[src/rtl/id_exe_stage_reg.sv]
// ID/EXE pipeline register with freeze, flush/hazard bubble insertion and a
// saturating bubble counter for performance monitoring.
module id_exe_stage_reg (
  input  logic        clk,
  input  logic        rst_n,
  input  logic        freeze,
  input  logic        flush,
  input  logic        hazard,
  input  logic        valid_in,
  input  logic        wb_en_in,
  input  logic        mem_r_en_in,
  input  logic        mem_w_en_in,
  input  logic        b_in,
  input  logic        s_in,
  input  logic [3:0]  exe_cmd_in,
  input  logic [31:0] pc_in,
  input  logic [31:0] val_rn_in,
  input  logic [31:0] val_rm_in,
  input  logic        imm_in,
  input  logic [11:0] shift_operand_in,
  input  logic [23:0] signed_imm_24_in,
  input  logic [3:0]  dest_in,
  input  logic [3:0]  src1_in,
  input  logic [3:0]  src2_in,
  input  logic [3:0]  sr_in,
  output logic        valid_out,
  output logic        wb_en,
  output logic        mem_r_en,
  output logic        mem_w_en,
  output logic        b,
  output logic        s,
  output logic [3:0]  exe_cmd,
  output logic [31:0] pc,
  output logic [31:0] val_rn,
  output logic [31:0] val_rm,
  output logic        imm,
  output logic [11:0] shift_operand,
  output logic [23:0] signed_imm_24,
  output logic [3:0]  dest,
  output logic [3:0]  src1,
  output logic [3:0]  src2,
  output logic [3:0]  sr,
  output logic [15:0] bubble_count
);

  typedef struct packed {
    logic        valid;
    logic        wb_en;
    logic        mem_r_en;
    logic        mem_w_en;
    logic        b;
    logic        s;
    logic [3:0]  exe_cmd;
    logic [31:0] pc;
    logic [31:0] val_rn;
    logic [31:0] val_rm;
    logic        imm;
    logic [11:0] shift_operand;
    logic [23:0] signed_imm_24;
    logic [3:0]  dest;
    logic [3:0]  src1;
    logic [3:0]  src2;
    logic [3:0]  sr;
  } entry_t;

  entry_t      entry_d, entry_q;
  entry_t      entry_in;
  logic [15:0] bubble_count_d, bubble_count_q;
  logic        kill;
  logic        bubble;

  assign kill   = flush | hazard;
  assign bubble = kill | ~valid_in;

  always_comb begin
    entry_in               = '0;
    entry_in.valid         = 1'b1;
    entry_in.wb_en         = wb_en_in;
    entry_in.mem_r_en      = mem_r_en_in;
    entry_in.mem_w_en      = mem_w_en_in;
    entry_in.b             = b_in;
    entry_in.s             = s_in;
    entry_in.exe_cmd       = exe_cmd_in;
    entry_in.pc            = pc_in;
    entry_in.val_rn        = val_rn_in;
    entry_in.val_rm        = val_rm_in;
    entry_in.imm           = imm_in;
    entry_in.shift_operand = shift_operand_in;
    entry_in.signed_imm_24 = signed_imm_24_in;
    entry_in.dest          = dest_in;
    entry_in.src1          = src1_in;
    entry_in.src2          = src2_in;
    entry_in.sr            = sr_in;
  end

  always_comb begin
    entry_d        = entry_q;
    bubble_count_d = bubble_count_q;
    if (!freeze) begin
      if (bubble) begin
        // Whole entry cleared so a bubble can never write back, branch or set flags.
        entry_d = '0;
        if (kill && (bubble_count_q != 16'hFFFF)) begin
          bubble_count_d = bubble_count_q + 16'd1;
        end
      end else begin
        entry_d = entry_in;
      end
    end
  end

  always_ff @(posedge clk or negedge rst_n) begin
    if (!rst_n) begin
      entry_q        <= '0;
      bubble_count_q <= '0;
    end else begin
      entry_q        <= entry_d;
      bubble_count_q <= bubble_count_d;
    end
  end

  assign valid_out     = entry_q.valid;
  assign wb_en         = entry_q.wb_en;
  assign mem_r_en      = entry_q.mem_r_en;
  assign mem_w_en      = entry_q.mem_w_en;
  assign b             = entry_q.b;
  assign s             = entry_q.s;
  assign exe_cmd       = entry_q.exe_cmd;
  assign pc            = entry_q.pc;
  assign val_rn        = entry_q.val_rn;
  assign val_rm        = entry_q.val_rm;
  assign imm           = entry_q.imm;
  assign shift_operand = entry_q.shift_operand;
  assign signed_imm_24 = entry_q.signed_imm_24;
  assign dest          = entry_q.dest;
  assign src1          = entry_q.src1;
  assign src2          = entry_q.src2;
  assign sr            = entry_q.sr;
  assign bubble_count  = bubble_count_q;

endmodule

[config.mk]
export PLATFORM = sky130hd
export DESIGN_NAME = id_exe_stage_reg
export DESIGN_NICKNAME = d
export VERILOG_FILES = /design/src/rtl/id_exe_stage_reg.sv
export SDC_FILE = /design/constraint.sdc
export NUM_CORES = 1
export LEC_CHECK = 0
export CELL_PAD_IN_SITES_DETAIL_PLACEMENT = 1
export CELL_PAD_IN_SITES_GLOBAL_PLACEMENT = 1
export CORE_MARGIN = 1.5
export CORE_UTILIZATION = 33
export CTS_BUF_LIST = sky130_fd_sc_hd__clkbuf_8
export DETAILED_ROUTE_END_ITERATION = 8
export HOLD_SLACK_MARGIN = 0.05
export PLACE_DENSITY = 0.89
export SYNTH_ARGS = -nofsm -noshare
export SYNTH_HDL_FRONTEND = slang
export SYNTH_SLANG_ARGS = --single-unit
[constraint.sdc]
create_clock -name clk -period 2.9 [get_ports clk]
set_input_delay 0.29 -clock clk [delete_from_list [all_inputs] [get_ports clk]]
set_output_delay 0.29 -clock clk [all_outputs]
set_load 0.005 [all_outputs]
==> flow_summary.ini <==
[outcome]
outcome = complete, no violations

[synth]
yosys_warnings = 0
yosysSeqAreaShare_pct = 69.0
synth_nets = 590
netlist_instances = 425
syn-cell-area_um2 = 6350
synth_cell_type_count = 29
syn_area_per_cell_um2 = 14.9
ys_seq_elements = 175

[cts]
cts_hold_buf = 1
clk_path_buf_depth = 2
clk_latency_ns = 0.44
h-tree-depth = 4
cts_resized = 0
cts_tree = done
numCtsBuffers = 17
clock_sinks = 175
path_clk_slew_ns = 0.10
ctsRootBufferMaster = clkbuf_8
post_cts_buffers = 0

[timing]
period_minus_slack_ns = 1.98
setup_tns_ns = 0
finalClockSkew_ns = 0.0143
slew_headroom_pct = 47.4
period_share_pct = 68.2
worstMarginPinSlew_ns = 0.789
fmax_ghz = 0.506
hold_viol = 0
rsz0062_at_grt = false
slew_violations = 0
setup_viol = 0

[min_path]
hp-class = input pin to flip-flop

[critical_path]
cp_data_arrival_time_ns = 2.29
crit_path_start_kind = flip-flop
worst-r2r-setup-slack_ns = 0.92
worstPathRequired_ns = 3.21
cp-startpoint = bubble_count[0]
crit_path_end_kind = flip-flop
slowest_stage = nor3_1
reg2reg_from = bubble_count[0]
r2r-end = bubble_count[12]
path_max_fanout = 5
crit_type = flip-flop to flip-flop
crit_end = bubble_count[12]
path_cells = ha_1, nand4_2, nor3_1, nand3_1, xnor2_1
cp_slowest_stage_delay_ns = 0.60
reg2reg_depth = 5

[final_layout]
diodes = 0
syn2layout_area_growth_pct = 64.7
final_core_util_pct = 55.7
fill_cells = 1827
drive_above_1_share_pct = 5.99
final_cell_area_um2 = 10500
nets = 920
finalNonFillerCells = 1002

[drt]
via_count = 5238
firstDrtPassIters = 4
vias_per_cell = 5.23
drc = 0
drt_iter0_drc = 186
drt_wl_total_um = 21800
ant_nets = 0
avgRoutedWirePerCell_um = 21.7

[floorplanning]
die_y_um = 142
fp.coreArea_um2 = 18800
dieArea_um2 = 20100
die_x_um = 142
start_util_pct = 33.8
ios = 339
rows = 50

[grt]
grt_use_met1_pct = 24.7
grt_first_pass_wirelength_um = 33400
grt_overflow_total = 0
grtUsageMet3_pct = 7.49
grt_max_degree = 156
busiest_layer = met2
antenna_found_initial = 0
met2_usage_pct = 37.8
track_usage_pct = 21.7
grt_pass1_vias = 5888

[place]
portBuffers = 338
hpwl_um = 16000
dp_cells = 969
finalWeightedCongestion = 0.766
postPlaceCellArea_um2 = 10000

[power]
power.density_nw_per_um2 = 519
switching_power_uw = 1370
p_int_uw = 4050
total_power_uw = 5420
seqPwrFrac_pct = 49.8
p_clk_share_pct = 35.2
switching_share_pct = 25.3
vdd_drop_max_v = 0.000301
power_leakage_uw = 0.00465
p_comb_share_pct = 15.0

[run]
drv_cap = 0
per-layer routing:
layer  share of wire (%)  wire length, um  vias to the layer above
li1                    -                -                     2285
met1                  39             8450                     2654
met2                  50            10900                      258
met3                 8.0             1730                       41
met4                 3.0              656                        0
met5                   0                0                        -
registers in the layout, indices dropped and copies added, names as in the netlist, 4 cells and up:
| signal | count |
|---|---|
| signed_imm_24 | 24 |
| sr | 4 |
| val_rn | 32 |
| src1 | 4 |
| src2 | 4 |
| shift_operand | 12 |
| exe_cmd | 4 |
| val_rm | 32 |
| dest | 4 |
| bubble_count | 16 |
| pc | 32 |
critical path: cells and delay by family (launching register included):
kind | cells | cell delay, ns
xor+xnor | 1 | 0.18
flops | 1 | 0.43
fa+ha+maj | 1 | 0.24
simple gates | 3 | 0.99
cells in the final DEF (no fill, tap or decap), drive strengths merged, types with 3 or more instances in the layout:
master	count
dfrtp	175
nand3	5
xor2	11
nor2	4
bufinv	4
nand2	4
buf	9
nor3	8
a22o	158
nor4b	3
clkinv	3
inv	8
a21oi	4
clkbuf	17
nand4	4
clkdlybuf4s50	336
Yosys cell counts, drive strengths merged:
cell | n | area share (%)
a21o | 1 | 0.12
nand2 | 4 | 0.24
or4 | 1 | 0.18
xor2 | 11 | 1.5
nor3 | 8 | 0.63
mux2 | 1 | 0.18
nor4 | 1 | 0.34
o21a | 1 | 0.12
nor2 | 4 | 0.24
clkbuf | 23 | 1.4
or3 | 1 | 0.099
nor4b | 3 | 0.65
nor3b | 1 | 0.12
nand3 | 5 | 0.39
inv | 1 | 0.059
o211ai | 1 | 0.12
nand4 | 4 | 0.73
buf | 12 | 0.95
a41oi | 1 | 0.14
dfrtp | 175 | 69
o21bai | 1 | 0.30
and3 | 1 | 0.099
ha | 1 | 0.20
a22o | 158 | 22
a21oi | 4 | 0.32
xnor2 | 1 | 0.14
through the flow:
step	setup slack (ns)	hold slack, ns
CTS	0.964	0.150
detailed placement	0.862	0.313
floorplan	1.21	-0.00559
finish	0.923	0.186
global placement	0.927	0.293
global route	0.684	0.153
worst min path at each step:
stage / from / cells after the start / end / slack [ns]
after floorplan: rst_n / 0 / b / -0.006
after global placement: rst_n / 1 / pc[0] / 0.29
after detailed placement: rst_n / 1 / pc[0] / 0.31
after CTS: freeze / 2 / val_rm[5] / 0.15
after global routing: freeze / 2 / val_rm[5] / 0.15
final: freeze / 2 / val_rm[5] / 0.19
final cells by class:
| class | count | area, um^2 | area share (%) |
|---|---|---|---|
| Clock buffer | 17 | 234 | 2.24 |
| Clock inverter | 15 | 209 | 2.00 |
| Inverter | 1 | 3.75 | 0.0359 |
| Multi-Input combinational cell | 214 | 1820 | 17.4 |
| Sequential cell | 175 | 4380 | 41.9 |
| Tap cell | 234 | 293 | 2.80 |
| Timing Repair Buffer | 346 | 3520 | 33.7 |
kinds of logic after synthesis:
logic type	Yosys count	synth area share [%]
compound gates	167	22.9
xor+xnor	12	1.66
fa+ha+maj	1	0.197
buf+inv	36	2.37
flops	175	69.0
mux	1	0.177
simple gates	33	3.71
power groups by stage:
| stage | Combinational (uW) | Sequential [uW] | Clock [uW] |
|---|---|---|---|
| after floorplan | 199 | 2740 | 0 |
| after global placement | 784 | 2740 | 0 |
| after detailed placement | 820 | 2750 | 0 |
| after CTS | 825 | 2700 | 1970 |
| after global routing | 873 | 2720 | 2060 |
| final | 811 | 2700 | 1910 |
Note: power is estimated with default switching activity, not from simulation.
